File: src/rtl/tp2_session_ctrl.sv
// Session sequencer for the note-sequence recognizer: clears it, gates ok, latches the result, counts failures, enforces lockout.
// Outputs registered except ok_out; result_valid one cycle after rec_finish, IDLE/LOCK the cycle after that.
module tp2_session_ctrl #(
    parameter int TIMEOUT_CYCLES = 1000,
    parameter int LOCK_CYCLES    = 5000,
    parameter int CLEAR_CYCLES   = 2,
    parameter int MAX_ERRORS     = 3
) (
    input  logic       clk,
    input  logic       reset,
    input  logic       start,
    input  logic       ok,
    input  logic       rec_finish,
    input  logic [1:0] rec_type,
    output logic       rec_reset,
    output logic       ok_out,
    output logic       result_valid,
    output logic [1:0] result_type,
    output logic       timeout,
    output logic [2:0] err_count,
    output logic       locked,
    output logic       busy
);

    localparam int CNT_MAX = (TIMEOUT_CYCLES > LOCK_CYCLES) ? TIMEOUT_CYCLES : LOCK_CYCLES;
    localparam int CW      = $clog2(CNT_MAX + 1);

    localparam logic [CW-1:0] CLEAR_LAST   = CW'(CLEAR_CYCLES - 1);
    localparam logic [CW-1:0] TIMEOUT_LAST = CW'(TIMEOUT_CYCLES - 1);
    localparam logic [CW-1:0] LOCK_LAST    = CW'(LOCK_CYCLES - 1);
    localparam logic [2:0]    ERR_LIMIT    = 3'(MAX_ERRORS);

    typedef enum logic [2:0] {
        S_IDLE,
        S_CLEAR,
        S_RUN,
        S_RESULT,
        S_LOCK
    } state_t;

    state_t        state, state_nxt;
    logic [CW-1:0] cnt, cnt_nxt;
    logic          prev_ok;
    logic          ok_rise;
    logic          result_valid_nxt;
    logic [1:0]    result_type_nxt;
    logic          timeout_nxt;
    logic [2:0]    err_count_nxt;
    logic [2:0]    err_inc;

    assign ok_out = (state == S_RUN) & ok;

    always_comb begin
        state_nxt        = state;
        cnt_nxt          = cnt;
        result_valid_nxt = result_valid;
        result_type_nxt  = result_type;
        timeout_nxt      = timeout;
        err_count_nxt    = err_count;
        ok_rise          = ok & ~prev_ok;
        err_inc          = err_count + 3'd1;

        case (state)
            S_IDLE: begin
                if (start) begin
                    state_nxt        = S_CLEAR;
                    cnt_nxt          = '0;
                    result_valid_nxt = 1'b0;
                    timeout_nxt      = 1'b0;
                end
            end
            S_CLEAR: begin
                if (cnt == CLEAR_LAST) begin
                    state_nxt = S_RUN;
                    cnt_nxt   = '0;
                end else begin
                    cnt_nxt = cnt + 1'b1;
                end
            end
            S_RUN: begin
                // Abort beats finish, finish beats the inactivity timeout.
                if (start) begin
                    state_nxt = S_CLEAR;
                    cnt_nxt   = '0;
                end else if (rec_finish) begin
                    state_nxt        = S_RESULT;
                    result_valid_nxt = 1'b1;
                    result_type_nxt  = rec_type;
                    timeout_nxt      = 1'b0;
                end else if (ok_rise) begin
                    cnt_nxt = '0;
                end else if (cnt == TIMEOUT_LAST) begin
                    state_nxt        = S_RESULT;
                    result_valid_nxt = 1'b1;
                    result_type_nxt  = 2'b00;
                    timeout_nxt      = 1'b1;
                end else begin
                    cnt_nxt = cnt + 1'b1;
                end
            end
            S_RESULT: begin
                state_nxt = S_IDLE;
                if (result_type != 2'b00) begin
                    err_count_nxt = 3'd0;
                end else begin
                    err_count_nxt = err_inc;
                    if (err_inc == ERR_LIMIT) begin
                        state_nxt = S_LOCK;
                        cnt_nxt   = '0;
                    end
                end
            end
            S_LOCK: begin
                if (cnt == LOCK_LAST) begin
                    state_nxt     = S_IDLE;
                    err_count_nxt = 3'd0;
                end else begin
                    cnt_nxt = cnt + 1'b1;
                end
            end
            default: state_nxt = S_IDLE;
        endcase
    end

    // Status flags are derived from the next state so they line up with the state register.
    always_ff @(posedge clk) begin
        if (reset) begin
            state        <= S_IDLE;
            cnt          <= '0;
            prev_ok      <= 1'b0;
            rec_reset    <= 1'b1;
            result_valid <= 1'b0;
            result_type  <= 2'b00;
            timeout      <= 1'b0;
            err_count    <= 3'd0;
            locked       <= 1'b0;
            busy         <= 1'b0;
        end else begin
            state        <= state_nxt;
            cnt          <= cnt_nxt;
            prev_ok      <= ok;
            rec_reset    <= (state_nxt != S_RUN);
            result_valid <= result_valid_nxt;
            result_type  <= result_type_nxt;
            timeout      <= timeout_nxt;
            err_count    <= err_count_nxt;
            locked       <= (state_nxt == S_LOCK);
            busy         <= (state_nxt == S_CLEAR) || (state_nxt == S_RUN) || (state_nxt == S_RESULT);
        end
    end

endmodule

File: config.mk
export PLATFORM = sky130hd
export DESIGN_NAME = tp2_session_ctrl
export DESIGN_NICKNAME = d
export VERILOG_FILES = /design/src/rtl/tp2_session_ctrl.sv
export SDC_FILE = /design/constraint.sdc
export NUM_CORES = 1
export LEC_CHECK = 0
export BUFFER_PORTS_ARGS = -buffer_cell sky130_fd_sc_hd__clkbuf_2
export CAP_MARGIN = 20
export CORE_ASPECT_RATIO = 2
export CORE_MARGIN = 4
export CORE_UTILIZATION = 45
export DETAILED_ROUTE_END_ITERATION = 6
export MAX_ROUTING_LAYER = met4
export PLACE_DENSITY_LB_ADDON = 0.25
export SLEW_MARGIN = 20
export SYNTH_ARGS = -nofsm -noshare
export SYNTH_HDL_FRONTEND = slang
export SYNTH_SLANG_ARGS = --single-unit
File: constraint.sdc
create_clock -name clk -period 2.5 [get_ports clk]
set_input_delay 0.5 -clock clk [delete_from_list [all_inputs] [get_ports clk]]
set_output_delay 0.5 -clock clk [all_outputs]
set_load 0.005 [all_outputs]
Yosys cells after proc, flatten, opt, wreduce, memory -nomap -nowiden
Cells that the tools add are included.

word-level totals
  bits of input ports = 7
  output and inout port bits = 11
  bits in registers = 27

operators by class
  bitwise gates (word level) = 4
  add/sub/neg operators = 2
  eq/ne operators = 24
  muxes and demuxes = 35
  reductions and logical operators = 12

operators with widths
  cell                     number
  $mux W13                 9
  $pmux W13 S5             1
  $mux W3                  11
  $eq A3 B2 Y1 const B     5
  $pmux W3 S5              1
  $ne A2 B2 Y1 const B     7
  $add A13 B1 Y13 const B  1
  $eq A13 B1 Y1 const B    1
  $eq A13 B10 Y1 const B   1
  $eq A13 B13 Y1 const B   1
  $reduce_bool A2 Y1       4
  $mux W1                  7
  $reduce_and A7 Y1        1
  $eq A3 B1 Y1 const B     2
  $eq A3 B3 Y1 const B     2
  $mux W2                  3
  $ne A3 B2 Y1 const B     2
  $ne A3 B3 Y1 const B     2
  $pmux W3 S2              1
  $reduce_and A5 Y1        1
  $reduce_bool A5 Y1       1
  $ne A4 B4 Y1 const B     1
  $pmux W1 S2              2
  $reduce_and A4 Y1        1
  other kinds (6)          9

Longest topological paths before layout
  depth after elaboration = 9
  gate-level depth with buffers = 8
  gate-level depth less buffers = 7

Worst setup path before layout
No wires, ideal clock.

  path type = input to register
  from = input start
  to = register cnt[1]
  data required time = 2.430 ns
  data arrival time = 1.779 ns
  cell stages on the path = 6
  path buffers = 1
  path slack = 0.650 ns
  library setup time = 0.070 ns
  cell sequence = clkbuf_1 > nor4b_2 > a21oi_1 > o31ai_4 > or3b_1 > a21oi_1

on the way
  longest elaborated chain between the ends = 2
  elaborated cells between the ends (all ways) = 6
  classes of those cells = eq/ne: 3; mux: 2; reduce/logical: 1

RTL lines
  element                                                             line  source
  from (decl)                                                         11    input logic start,
  $ne A4 B4 Y1 (no source line), or another cell as far along         n/a
  $reduce_and A7 Y1 (no source line) or $pmux W13 S5 (tied branches)  n/a
  to (signal assigned)                                                140   cnt <= cnt_nxt;
  to (decl)                                                           42    logic [CW-1:0] cnt, cnt_nxt;

Several ways; a longest one is shown, not always the timed one.
A chain may end at the register's enable or synchronous reset.

Final worst setup path
  from = register state[2]
  to = register cnt[0]

on the way
  longest elaborated chain between the ends = 3
  elaborated cells between the ends (all ways) = 14
  classes of those cells = eq/ne: 10; mux: 1; reduce/logical: 3

RTL lines
  element                                                      line  source
  from (decl)                                                  41    state_t state, state_nxt;
  from (signal assigned)                                       139   state <= state_nxt;
  $eq A3 B2 Y1, or another cell as far along                   63    case (state)
  $ne A4 B4 Y1 (no source line), or another cell as far along  n/a
  $reduce_and A7 Y1 (no source line)                           n/a

Several ways; a longest one is shown, not always the timed one.

==> key figures <==
Synthesis
  – Cell area after synthesis: 1620 sq um
  – Number of synthesized flops with an enable pin: 0
  – Syn Nets: 198
  – Post-synth ARST share: 0
  – Yosys top cell area share: 0.3336
  – Cell with the most instances after synthesis: dfxtp_1
  – Post-Synthesis Cells: 187
  – Synth cell types: approximately 50
  – Top FF cell, synth: dfxtp_1
  – Synth Area per Inst: about 8.7 sq um
  – Synth warn: 0
  – Synth area leaders: dfxtp_1, o32ai_2, a21oi_1
  – Sequential area share after synthesis: 0.3336
  – Yosys top cell by area: dfxtp_1
  – Yosys reg bits: 27
  – Synth top cells by count: dfxtp_1, a21oi_1, inv_1

Floorplan
  – Ports: 18
  – Row cnt: 30
  – Initial Util: 0.4744
  – Die X: between 50 and 60 um
  – Die Height: slightly above 90 um
  – Core area: 3416 sq um
  – Die area: 4683 sq um

Pwr
  – Switching portion of total power: 0.2809
  – Seq pwr share: 0.545
  – Max IR drop VDD: roughly 0.29 mV
  – Leak Pwr: 0.5858 nW
  – Pwr Density: roughly 470 nW/um^2
  – Overall power: just over 800 uW
  – Sw Pwr: approximately 230 uW
  – Int Power: around 600 uW
  – Gate power share: 0.152
  – Clock Power Share: 0.303

Clock tree
  – CTS tree: done
  – Clk slew on worst S/H paths: 0.09 ns
  – CTS Buf Count: 3
  – Clock latency at the later pin of the worst-skew pair: about 0.27 ns
  – Root Buffer: clkbuf_8
  – Hold-fix buffers at CTS: 0
  – CTS sink cnt: 27
  – Post-CTS Setup Bufs: 0
  – Htree depth: 1
  – Post-CTS Resized: 0
  – Clock buffer depth: 2

Worst setup path
  – Max incr delay on CP: roughly 0.47 ns
  – CP delay by family, top: simple AND/OR/NAND/NOR gates
  – Nature of the critical path endpoint: flip-flop
  – Crit-path slowest cell: nor4b_2
  – Critical path fanouts, max: 13
  – CP Buf/Inv Count: 1
  – Cell Chain, Critical Path: buf_4 > nor4b_2 > a21oi_1 > o31ai_4 > nand2b_2 > o31ai_1
  – WP data required: 2.68 ns
  – Critical path arrival: between 2 and 2.5 ns
  – Kind of critical path: flip-flop to flip-flop
  – Critical path launch point type: flip-flop

Timing
  – RSZ-0062 raised after global routing: no
  – Fmax: 454.9 MHz
  – Hold Slack: between 0.4 and 0.5 ns
  – Tcrit/Tclk final: 0.8793
  – Final Hold Viols: 0
  – Slew @ Worst Pin: roughly 0.78 ns
  – Max_slew headroom: 0.4797
  – Slew Viols, Final: 0
  – Final setup viols: 0
  – Worst Clk Skew: 0.003036 ns
  – Setup TNS: 0 ns
  – Tmin final: 2.198 ns

GRT
  – First-pass GRT wire length: 6.941 mm
  – Overall Global Routing Usage: 0.1925
  – Vias in the first global route: approximately 1600
  – Congestion Overflow GR: 0
  – Initial antenna violation count: 0
  – Largest net degree at the start of global routing: 40

Placed design
  – Post-DP HPWL: about 3.0 mm
  – GP Congestion: between 0.9 and 1
  – Port bufs: 17
  – Placed cell areas: between 1500 and 2000 sq um

Route
  – DR pass1 iterations: 4
  – Final ANT Viol Nets: 0
  – Routed wire length: about 4 mm
  – Vias per cell: ~6.0
  – Vias: 1496
  – Starting DRT DRC Count: 43
  – Number of remaining DRC errors: 0
  – Wire per inst: between 15 and 20 um

Layout
  – Design Area, Final: 1773 sq um
  – Nets: roughly 210
  – Ratio of cells with drive above 1 in the final layout: 0.2350
  – Fill cells: roughly 330
  – Area grow syn2layout: 9.421%
  – Diodes inserted: 0

Hold path
  – Min-delay worst type: primary input to flip-flop

Job
  – Max_cap viols: 0

Run status
  – Status: completed
## worst register-to-register path: cells and delay by family (launching register included)
family / cells / cell delay (ns)
buf+inv: 1 / 0.20
compound gates: 3 / 0.71
simple gates: 2 / 0.82
flops: 1 / 0.38
## sequential cells by signal, indices dropped and copies added (netlist names)
register / cells
cnt: 13
result_type: 2
rec_reset: 1
state: 3
result_valid: 1
err_count: 3
prev_ok: 1
timeout: 1
locked: 1
busy: 1
## stage by stage
stage / util / instances / worst slack [ns]
floorplan: - / 187 / 0.6504
global placement: 0.5055 / 244 / 0.3792
detailed placement: 0.5055 / 244 / 0.2546
finish: 0.5190 / 248 / 0.3018
CTS: 0.5190 / 248 / 0.3312
global route: 0.5190 / 248 / 0.1635
## cells in the final DEF, fill, tap and decap left out, drive strengths merged, types with 2 or more instances in the layout
cell type and n:
and3 6, nand2 10, nand3 10, nor3 3, or3 12, nor4 4, o211ai 2, dfxtp 27
a21oi 21, nand4 2, a32oi 2, ha 4, clkbuf 20, o32ai 11, inv 15, o21ai 5
or4 3, o31ai 2, or3b 3, nor2 11, buf 3, nand2b 4, nor2b 3, or4b 2
## final cells by class
class / count / area (sq um) / share of cell area
clock buffer: 3 / 41.29 / 0.02329
clock inverter: 1 / 5.005 / 0.002823
inverter: 15 / 56.30 / 0.03176
multi-input combinational: 134 / 962.2 / 0.5427
sequential: 27 / 540.5 / 0.3049
tap: 48 / 60.06 / 0.03387
timing repair buffer: 20 / 107.6 / 0.06069
## worst paths after layout
kind / endpoint / cells past startpoint / from / slack, ns
setup / recovery: cnt[0] / 6 / state[2] / 0.30
hold / removal: prev_ok / 2 / ok / 0.47
setup reg to reg: cnt[0] / 6 / state[2] / 0.30
hold reg to reg: result_valid / 2 / result_valid / 0.48
## power groups by stage
| stage | combinational, mW | clock (mW) | sequential (mW) |
|---|---|---|---|
| after floorplan | 0.112 | 0 | 0.454 |
| after global placement | 0.123 | 0 | 0.461 |
| after detailed placement | 0.127 | 0 | 0.461 |
| after CTS | 0.128 | 0.265 | 0.451 |
| after global routing | 0.141 | 0.279 | 0.453 |
| final | 0.126 | 0.251 | 0.452 |
## kinds of logic after synthesis
group | after synthesis | synth area share
AO/OA/AOI/OAI | 51 | 0.2618
AND/OR/NAND/NOR | 78 | 0.2958
adder cells (fa/ha/maj) | 4 | 0.03089
flip-flops | 27 | 0.3336
XOR/XNOR | 1 | 0.005406
buffers and inverters | 26 | 0.07259
## routing by layer
metal	track usage	up-vias	wire [um]
li1	-	723	-
met1	0.1900	728	1473
met2	0.3526	29	2235
met3	0.02254	16	94
met4	0.1056	0	165
met5	-	-	0
(Power assumes the default switching activity.)
